==> config.mk <==
export PLATFORM = sky130hd
export DESIGN_NAME = spi_cmd_fifo
export DESIGN_NICKNAME = d
export VERILOG_FILES = /design/src/rtl/spi_cmd_fifo.sv
export SDC_FILE = /design/constraint.sdc
export NUM_CORES = 1
export LEC_CHECK = 0
export ABC_AREA = 1
export CAP_MARGIN = 20
export CORE_UTILIZATION = 60
export DETAILED_ROUTE_END_ITERATION = 6
export GPL_ROUTABILITY_DRIVEN = 0
export PLACE_DENSITY = 0.81
export SYNTH_ARGS = -nofsm -noshare
export SYNTH_HDL_FRONTEND = slang
export SYNTH_SLANG_ARGS = --single-unit
==> constraint.sdc <==
create_clock -name clk -period 8.6 [get_ports clk]
set_input_delay 1.72 -clock clk [delete_from_list [all_inputs] [get_ports clk]]
set_output_delay 1.72 -clock clk [all_outputs]
set_load 0.02 [all_outputs]
==> src/rtl/spi_cmd_fifo.sv <==
// Instruction queue feeding the SPI master: host pushes packed command words,
// a 3-state presenter hands them to the master one at a time.
module spi_cmd_fifo #(
  parameter int DWIDTH = 8,
  parameter int AWIDTH = 7,
  parameter int DEPTH  = 16,
  localparam int CWIDTH = DWIDTH + AWIDTH + 5,
  localparam int LWIDTH = $clog2(DEPTH) + 1
) (
  input  logic              clk,
  input  logic              rst_n,
  input  logic              flush,
  input  logic              host_wr_en,
  input  logic [CWIDTH-1:0] host_wdata,
  output logic              host_full,
  output logic [LWIDTH-1:0] host_level,
  input  logic              cfg_wr,
  input  logic [1:0]        cfg_in,
  input  logic              master_read,
  output logic              master_en,
  output logic [CWIDTH-1:0] master_data,
  output logic [1:0]        master_cfg,
  output logic              overflow,
  output logic              underflow
);

  localparam int PW = $clog2(DEPTH);

  typedef enum logic [1:0] {IDLE, LOAD, VALID} state_t;

  state_t            state, state_nxt;
  logic [CWIDTH-1:0] mem [DEPTH];
  logic [PW-1:0]     wptr, rptr;
  logic [CWIDTH-1:0] rdata;
  logic [LWIDTH-1:0] level_nxt;
  logic              push_ok, rd_issue, lvl_nz;

  // Full is judged on the registered flag, so a same-edge read never rescues a push.
  assign push_ok   = host_wr_en && !host_full;
  assign lvl_nz    = (host_level != '0);
  assign master_en = (state == VALID);

  always_comb begin
    state_nxt = state;
    rd_issue  = 1'b0;
    case (state)
      IDLE: begin
        if (lvl_nz) begin
          rd_issue  = 1'b1;
          state_nxt = LOAD;
        end
      end
      LOAD: state_nxt = VALID;
      VALID: begin
        if (master_read) begin
          if (lvl_nz) begin
            rd_issue  = 1'b1;
            state_nxt = LOAD;
          end else begin
            state_nxt = IDLE;
          end
        end
      end
      default: state_nxt = IDLE;
    endcase
  end

  always_comb begin
    level_nxt = host_level;
    case ({push_ok, rd_issue})
      2'b10:   level_nxt = host_level + LWIDTH'(1);
      2'b01:   level_nxt = host_level - LWIDTH'(1);
      default: level_nxt = host_level;
    endcase
  end

  // Storage array carries no reset; only pointers define what is live.
  always_ff @(posedge clk) begin
    if (push_ok && !flush)
      mem[wptr] <= host_wdata;
  end

  always_ff @(posedge clk or negedge rst_n) begin
    if (!rst_n) begin
      state       <= IDLE;
      wptr        <= '0;
      rptr        <= '0;
      host_level  <= '0;
      host_full   <= 1'b0;
      rdata       <= '0;
      master_data <= '0;
      overflow    <= 1'b0;
      underflow   <= 1'b0;
    end else if (flush) begin
      state       <= IDLE;
      wptr        <= '0;
      rptr        <= '0;
      host_level  <= '0;
      host_full   <= 1'b0;
      rdata       <= '0;
      master_data <= '0;
      overflow    <= 1'b0;
      underflow   <= 1'b0;
    end else begin
      state      <= state_nxt;
      host_level <= level_nxt;
      host_full  <= (level_nxt == LWIDTH'(DEPTH));
      if (push_ok)
        wptr <= wptr + PW'(1);
      if (rd_issue) begin
        rdata <= mem[rptr];
        rptr  <= rptr + PW'(1);
      end
      if (state == LOAD)
        master_data <= rdata;
      if (host_wr_en && host_full)
        overflow <= 1'b1;
      if (master_read && state != VALID)
        underflow <= 1'b1;
    end
  end

  // Mode changes only land while nothing is queued or in flight; flush keeps them.
  always_ff @(posedge clk or negedge rst_n) begin
    if (!rst_n)
      master_cfg <= 2'b00;
    else if (!flush && cfg_wr && state == IDLE && !lvl_nz)
      master_cfg <= cfg_in;
  end

endmodule

# Word level (Yosys, flattened, before mapping)
# Memories as Yosys holds them, arrays and structs flattened.
# Cells that the tools add are included.
[op_classes] n_eq_ne=8 add_sub_neg=4 mux=25 n_reduce_logical=18
[op_table] op="$mux W20" count=4
[op_table] op="$mux W4" count=4
[op_table] op="$mux W1" count=10
[op_table] op="$pmux W5 S2" count=1
[op_table] op="$reduce_bool A2 Y1" count=5
[op_table] op="$add A4 B1 Y4 const B" count=2
[op_table] op="$logic_and A1 B1 Y1" count=7
[op_table] op="$mux W2" count=3
[op_table] op="$ne A3 B3 Y1 const B" count=2
[op_table] op="$pmux W2 S3" count=1
[op_table] op="$add A5 B1 Y5 const B" count=1
[op_table] op="$eq A5 B5 Y1 const B" count=1
[op_table] op="$mux W5" count=1
[op_table] op="$reduce_bool A5 Y1" count=1
[op_table] op="$sub A5 B1 Y5 const B" count=1
[op_table] op="$eq A2 B1 Y1 const B" count=2
[op_table] op="$eq A2 B2 Y1 const B" count=2
[op_table] op="$logic_not A1 Y1" count=3
[op_table] op="$logic_not A2 Y1" count=1
[op_table] op="$ne A2 B2 Y1 const B" count=1
[op_table] op="$pmux W1 S2" count=1
[op_table] op="$reduce_and A2 Y1" count=1
[totals] ff_bits=60 mem_count=1 input_bits=28 elab_cells=66 out_inout_bits=31 ramBits=320
[mem_list] name="mem" depth=16 width=20 rd=1 rd_ports_with_merged_regs=0 write_ports=1 line="32" source="logic [CWIDTH-1:0] mem [DEPTH];"

# Depth between registers and ports, before layout
# Gate-level depths: netlist of the first run.
[depth] ltp_word=8 mapped_depth=17 ltp_nobuf=16

# Least setup slack after synthesis of the first run
# OpenSTA, ideal clock, no wires.
[synth_timing] path_type="input-to-reg" start="input port host_wr_en" end="memory mem[6][0] (netlist bit) (enable)" path_buffers=1 setup_slack_ns=4.414 path_stages=6 arrival_time_ns=3.764 cell_sequence="inv_1 or2_0 buf_6 nor2_1 inv_1 nor3_1"
[synth_between] elab_chain_len=4
[synth_rtl] element="start, declared" line="13" source="input logic host_wr_en,"
[synth_rtl] element="$logic_and A1 B1 Y1" line="39" source="assign push_ok = host_wr_en && !host_full;"
[synth_rtl] element="$logic_and A1 B1 Y1" line="79" source="if (push_ok && !flush)"
[synth_rtl] element="$mux W1" line="79"
[synth_rtl] element="$mux W1 (implied by the code)" line="80" source="mem[wptr] <= host_wdata;"
[synth_rtl] element="end, declared" line="32"
# Every way passes these cells.

# Final worst setup path of the first run
[layout_timing] start="input port host_wr_en" end="memory mem[5][14] (netlist bit) (enable)"
# Same word-level chain as after synthesis.

==> results of run 1 <==
## metal layers
layer  wire [um]  share of wire (%)  vias up
li1            -                  -     4473
met4        1130                3.3        0
met2       16500                 48      564
met5           0                  0        -
met3        3470                 10      106
met1       13600                 39     4843
## power groups by stage
stage               combinational [W]  clock (W)  sequential, W
floorplan                    0.000904          0        0.00221
global placement              0.00126          0        0.00220
CTS                           0.00133    0.00165        0.00217
global route                  0.00148    0.00172        0.00218
finish                        0.00134    0.00163        0.00217
detailed placement            0.00131          0        0.00221
## final timing paths
path,startpoint,end,slack [ps],cells after the start
max,host_wr_en,mem[5][14],4510,6
min,master_cfg[1],master_cfg[1],500,1
max reg2reg,rptr[0],rdata[1],5410,8
min reg2reg,master_cfg[1],master_cfg[1],500,1
max in group asynchronous,rst_n,rptr[0],6690,2
min in group asynchronous,rst_n,overflow,1350,2
## critical path: cells and delay by family
| kind | cells | cell delay [ps] |
|---|---|---|
| AND/OR/NAND/NOR | 4 | 1980 |
| buffers and inverters | 2 | 520 |
## state kept, by name (all words and copies together), names as in the netlist
| register | count |
|---|---|
| wptr | 4 |
| state | 2 |
| host_full | 1 |
| master_cfg | 2 |
| host_level | 5 |
| underflow | 1 |
| rptr | 4 |
| mem | 320 |
| master_data | 20 |
| rdata | 20 |
| overflow | 1 |
## cell type report
class,instances,area share [%]
Clock inverter,16,1.00
Tap cell,324,2.34
Clock buffer,50,6.12
Multi-Input combinational cell,689,20.0
Inverter,77,1.68
Timing Repair Buffer,81,4.61
Sequential cell,380,64.2
## metrics by stage
stage / cell area (sq um) / setup WS (ps) / util, % / hold WS (ps) / total power [W]
3_3_place_gp: 16000 / 3910 / 65.1 / 483 / 0.00346
4_1_cts: 17200 / 4430 / 70.3 / 509 / 0.00514
3_5_place_dp: 16000 / 3900 / 65.2 / 486 / 0.00352
2_1_floorplan: 15200 / 4410 / - / 476 / 0.00311
5_1_grt: 17300 / 4360 / 70.6 / 520 / 0.00539
6_report: 17300 / 4510 / 70.6 / 505 / 0.00514
## logic make-up after synthesis
logic type | count (synthesis) | share of synthesized area, %
AND/OR/NAND/NOR | 391 | 11.0
flip-flops | 380 | 73.3
AO/OA/AOI/OAI | 287 | 10.6
buffers and inverters | 149 | 4.25
adder cells (fa/ha/maj) | 7 | 0.578
XOR/XNOR | 2 | 0.116
multiplexers | 2 | 0.149
## Yosys cell counts (all sizes together) (2+ instances only)
cell type / instances / area [sq um]
nand2: 148 / 568
xor2: 2 / 17.5
a21oi: 58 / 302
nand4: 12 / 90.1
o21ai: 179 / 903
a32o: 5 / 50.1
o311ai: 2 / 17.5
clkbuf: 28 / 105
nand3: 86 / 448
o221ai: 22 / 193
buf: 44 / 248
inv: 77 / 292
o22ai: 11 / 68.8
a31oi: 5 / 31.3
mux2: 2 / 22.5
nor3: 9 / 45.0
dfrtp: 60 / 1500
ha: 7 / 87.6
edfxtp: 320 / 9610
a221oi: 2 / 17.5
nor2: 134 / 505
==> implementation parameters, run 1 <==
Parameter                              Value

Timing
  Setup violations, final    0
  Final number of hold-violating endpoints    0
  Setup repair after global routing missed its margin    no
  Final Slew Violations    0
  Final critical delay including setup and external delays    about 4100 ps
  Actual transition at the worst max-transition pin    1090 ps
  Final worst-path cycle share    47.6%
  Worst slew margin relative to its limit    27.0%
  Worst clock skew on the final layout    8.56 ps
  Total negative setup slack    0 ps
  Max Clock Freq    244 MHz

Drt
  Post-detailed-route DRC marker count    0
  Detail-routed net length per standard cell    21.5 um
  DR vias/cell    around 6.2
  Violation count after the first detailed-routing iteration    1,415
  Via count    9,986
  Total length of routed wires    between 30,000 and 40,000 um
  Antenna-violating nets left    0
  Detailed-routing iteration count for the pre-antenna-repair pass    5

Global route
  GRT busiest layer    met2
  Vias in the first global route    between 9k and 10k
  Met2 Track Usage GR    43.1%
  Wire length of the first global-routing pass    around 53,000 um
  Largest net degree at the start of global routing    80
  Met1 Track Usage GR    37.9%
  Initial antenna violation count    0
  GR Overflow Total    0
  Routing usage on met3    5.27%
  Global Route Usage Sum    27.3%

Worst setup path
  Nature of the critical path startpoint    input pin
  Maximum single-stage delay on the critical path    880 ps
  Cell chain of the critical path    clkdlybuf4s50_1 -> inv_1 -> or2_0 -> nor2_1 -> nand2_1 -> nor2_2
  Nature of the critical path endpoint    register
  Startpoint-to-endpoint class of the critical path    input pin to register
  Data required time of the critical path    8730 ps
  Biggest fanout along the worst timing path    20
  Arrival time at the worst endpoint    roughly 4200 ps
  Slowest stage cell, crit path    nor2_2

Floorplanning
  Die width    161 um
  Boundary Pins    59
  Vertical die dimension    161 um
  Floorplan die area    25,900 sq um
  Number of standard-cell rows in the floorplan    between 50 and 60
  Initial Utilization    61.8%
  Core footprint    24,500 sq um

Power
  Static leakage    6.18 nW
  Clock Power Share    a little under a third
  Maximum vdd ir drop    215 uV
  P_int    0.00348 W
  Switching power summed over all nets    0.00167 W
  Portion of total power attributed to combinational logic    a little over a quarter
  Switching share of total power    32.4%
  Total power per unit cell area    about 300 nW/um^2
  Reg power frac    42.2%

Clock tree
  TritonCTS buffer count    38
  Clock latency on the worst-skew pair    510 ps
  CTS-repair resized insts    0
  Root buffer cell    clkbuf_16
  Post-CTS repair timing setup buffer count    0
  Clock transition at the registers of the reported paths    60 ps
  Clock buffer depth    3
  H-tree depth reported by CTS    2
  Hold-fix buffers at CTS    0
  Clock sink count    between 300 and 400
  CTS tree    yes

Placed design
  Total instance count after detailed placement    1,546
  Number of buffers inserted by port buffering    58
  Placed wire-length estimate after detailed placement    between 20,000 and 25,000 um

Status
  Result of the run    finished clean

Logic synthesis
  Main synth FF type    edfxtp_1
  Yosys Warn Count    0
  Syn_area_per_cell    ~12 sq um
  Share of synthesized registers carrying an async set or reset    15.8%
  Synthesized Nets    1,253
  Post-synth cell types    40
  Sequential area share after synthesis    73.3%
  Number of synthesized flops with an enable pin    between 300 and 400
  Mapped Area    15,200 sq um
  Cell count after synthesis    about 1.2k
  Flip-flop and latch count after synthesis    380

Final layout
  Signed area change from the synthesized netlist to the final layout    14.2%
  Most common cell after layout, fill and taps aside    edfxtp_1
  Post-route non-filler standard cell count    1,617
  Highest-count cells in the layout ignoring fill and taps    edfxtp_1 (320), o21ai_0 (165), nand2_1 (145), nor2_1 (125), nand3_1 (84)
  Share of layout cells above drive strength 1    8.20%
  Combined flip-flop and latch cell area    11,100 sq um
  FILL cells    ~1.6k
  Multi-input logic area    between 3000 and 4000 sq um
  Diodes inserted    0
  Total number of nets in the final design    1,302

Worst hold path
  Worst hold path class    register to register

Run
  Count of maximum capacitance violations    0
Power figures use the tool's default switching activity.
==> run 2: changes to the inputs <==
--- a/config.mk
+++ b/config.mk
@@ -7,10 +7,10 @@
 export LEC_CHECK = 0
 export ABC_AREA = 1
 export CAP_MARGIN = 20
-export CORE_UTILIZATION = 60
+export CORE_UTILIZATION = 55
 export DETAILED_ROUTE_END_ITERATION = 6
 export GPL_ROUTABILITY_DRIVEN = 0
-export PLACE_DENSITY = 0.81
+export PLACE_DENSITY = 0.78
 export SYNTH_ARGS = -nofsm -noshare
 export SYNTH_HDL_FRONTEND = slang
 export SYNTH_SLANG_ARGS = --single-unit
==> constraint.sdc (replaced) <==
create_clock -name clk -period 3.4 [get_ports clk]
set_input_delay 0.68 -clock clk [delete_from_list [all_inputs] [get_ports clk]]
set_output_delay 0.68 -clock clk [all_outputs]
set_load 0.02 [all_outputs]
==> run 2 against run 1 <==
  * Register-to-register slack lost 4700 ps
  * Clock power grew 150%
  * Hold slack lost 270 ps
  * Sequential power grew to 2.5 times the previous value
  * Highest routed layer unchanged
  * Die area grew 9.0%
  * Sequential share of layout area shrank 0.34 points
  * Sequential cell count is the same
  * Non-clock buffer count grew 14
  * Global-route usage shrank 2.3 points
  * Worst setup slack lost 3800 ps
  * Core utilization shrank 6.2 points
==> implementation parameters, run 2 (synthesized netlist as in run 1, its figures left out) <==
Parameter                              Value

Status
  Result of the run    finished clean

Final layout
  Share of layout cells above drive strength 1    9.08% (+0.89 points)
  Highest-count cells in the layout ignoring fill and taps    edfxtp_1 (320), o21ai_0 (165), nand2_1 (145), nor2_1 (125), nand3_1 (84)
  Number of flip-flops under the largest register name    320 (unchanged)
  Total number of nets in the final design    1,316 (+1.1%)
  Diodes inserted    0 (unchanged)
  Most common cell after layout, fill and taps aside    edfxtp_1
  Signed area change from the synthesized netlist to the final layout    14.8%
  FILL cells    1,929 (+18%)
  Top flop regs    mem x320, master_data x20, rdata x20
  Biggest register    mem

Timing
  Worst clock skew on the final layout    24.7 ps (+16.1 ps)
  Final number of hold-violating endpoints    0 (unchanged)
  Final worst-path cycle share    between 70% and 80%
  Final critical delay including setup and external delays    2660 ps
  Final Slew Violations    0 (unchanged)
  Worst slew margin relative to its limit    47.9% (+21 points)
  Setup violations, final    0 (unchanged)
  Total negative setup slack    0 ps (unchanged)
  Setup repair after global routing missed its margin    no
  Min Hold Slack    232 ps (-272 ps)
  Max Clock Freq    around 380 MHz
  Actual transition at the worst max-transition pin    781 ps (-313 ps)

Power
  Clock Power Share    31.1% (-0.6 points)
  P_int    0.00877 W (+150%)
  Power consumption    0.0130 W (+150%)
  Maximum vdd ir drop    453 uV (+110%)
  Total power per unit cell area    749 nW/um^2 (+150%)
  Reg power frac    42.3% (about the same)
  Static leakage    6.23 nW (+0.77%)
  Switching power summed over all nets    0.00427 W (+160%)
  Switching share of total power    32.7% (+0.31 points)
  Portion of total power attributed to combinational logic    26.7% (+0.6 points)

Clock tree
  Clock latency on the worst-skew pair    520 ps (about the same)
  CTS tree    yes
  Post-CTS repair timing setup buffer count    0 (unchanged)
  H-tree depth reported by CTS    2 (unchanged)
  Hold-fix buffers at CTS    0 (unchanged)
  Clock sink count    380 (unchanged)
  Root buffer cell    clkbuf_16
  CTS-repair resized insts    0 (unchanged)
  Clock buffer depth    3 (unchanged)
  TritonCTS buffer count    38 (unchanged)
  Clock transition at the registers of the reported paths    60 ps (about the same)

Floorplanning
  Core footprint    27,000 sq um (+10%)
  Floorplan die area    28,200 sq um (+9.0%)
  Vertical die dimension    168 um (+4.4%)
  Initial Utilization    56.1% (-5.7 points)
  Number of standard-cell rows in the floorplan    60 (+5.3%)
  Boundary Pins    59 (unchanged)
  Die width    168 um (+4.4%)

Worst setup path
  Data required time of the critical path    3830 ps (-4900 ps)
  Nature of the critical path endpoint    register
  Biggest fanout along the worst timing path    39 (+95%)
  Register-to-register setup slack    740 ps (-4670 ps)
  Startpoint-to-endpoint class of the critical path    register to register
  Nature of the critical path startpoint    register
  Arrival time at the worst endpoint    3100 ps (-1120 ps)

Global route
  Largest net degree at the start of global routing    87 (+8.8%)
  Wire length of the first global-routing pass    53,500 um (+0.22%)
  Initial antenna violation count    1 (+1)
  GR Overflow Total    0 (unchanged)
  Vias in the first global route    9,631 (-0.44%)
  Global Route Usage Sum    25.0% (-2.3 points)

Placed design
  Placed wire-length estimate after detailed placement    20,800 um (+3.6%)
  Number of buffers inserted by port buffering    58 (unchanged)

Drt
  Detail-routed net length per standard cell    20.9 um (-2.6%)
  DR vias/cell    6.00 (-2.8%)
  Post-detailed-route DRC marker count    0 (unchanged)
  Violation count after the first detailed-routing iteration    1,391 (-1.7%)
  Detailed-routing iteration count for the pre-antenna-repair pass    6 (+1)
  Via count    9,914 (-0.72%)
  Total length of routed wires    34,500 um (-0.53%)
  Antenna-violating nets left    0 (unchanged)

Run
  Count of maximum capacitance violations    0 (unchanged)

Worst hold path
  Worst hold path class    input pin to async pin
[run 2: cell types whose count changed in the layout (fill, tap and decap cells not counted), sizes merged]
cell / change
clkbuf: +7
buf: +14
clkinv: -5
inv: +1
clkinvlp: +1
bufinv: -1
[run 2: cell type report]
type / count / area [sq um] / area share, %
Tap cell: 341 / 427 / 2.45
Timing Repair Buffer: 95 / 903 / 5.19
Multi-Input combinational cell: 689 / 3470 / 19.9
Clock buffer: 57 / 1060 / 6.11
Clock inverter: 12 / 135 / 0.777
Sequential cell: 380 / 11100 / 63.9
Inverter: 77 / 292 / 1.68
[run 2: power groups by stage]
stage	clock network [W]	logic [W]	registers (W)
2_1_floorplan	0	0.00229	0.00558
3_3_place_gp	0	0.00331	0.00559
3_5_place_dp	0	0.00340	0.00561
4_1_cts	0.00408	0.00344	0.00551
5_1_grt	0.00426	0.00383	0.00554
6_report	0.00405	0.00348	0.00551
[run 2: metrics by stage]
stage / worst slack (ps) / utilization [%] / cells / area, sq um
after global routing: 485 / 64.4 / 1651 / 17400
after floorplan: 254 / - / 1218 / 15200
final: 736 / 64.4 / 1651 / 17400
after global placement: 383 / 59.9 / 1582 / 16200
after detailed placement: 232 / 59.9 / 1582 / 16200
after CTS: 770 / 64.4 / 1651 / 17400
[run 2: critical path, cell delays in order, from the launching register on]
cell	delay [ps]
dfrtp_1	510
buf_4	280
inv_2	580
o21ai_0	190
o221ai_1	350
nand3_1	210
o21ai_1	270
nand2_1	80
o21ai_1	80
[run 2: per-layer routing]
layer / vias to the layer above / GRT usage [%] / share of wire [%]
li1: 4512 / - / -
met2: 506 / 41.0 / 48
met1: 4840 / 34.6 / 41
met3: 56 / 3.97 / 9.0
met4: 0 / 7.46 / 2.0
met5: - / 0 / 0
[run 2: worst paths after layout]
check	depth (start not counted)	startpoint	endpoint
setup / recovery	8	rptr[1]	rdata[11]
hold / removal	1	rst_n	master_cfg[1]
setup reg to reg	8	rptr[1]	rdata[11]
hold reg to reg	1	master_cfg[1]	master_cfg[1]
max in group asynchronous	2	rst_n	rptr[0]
min in group clk	1	master_cfg[1]	master_cfg[1]
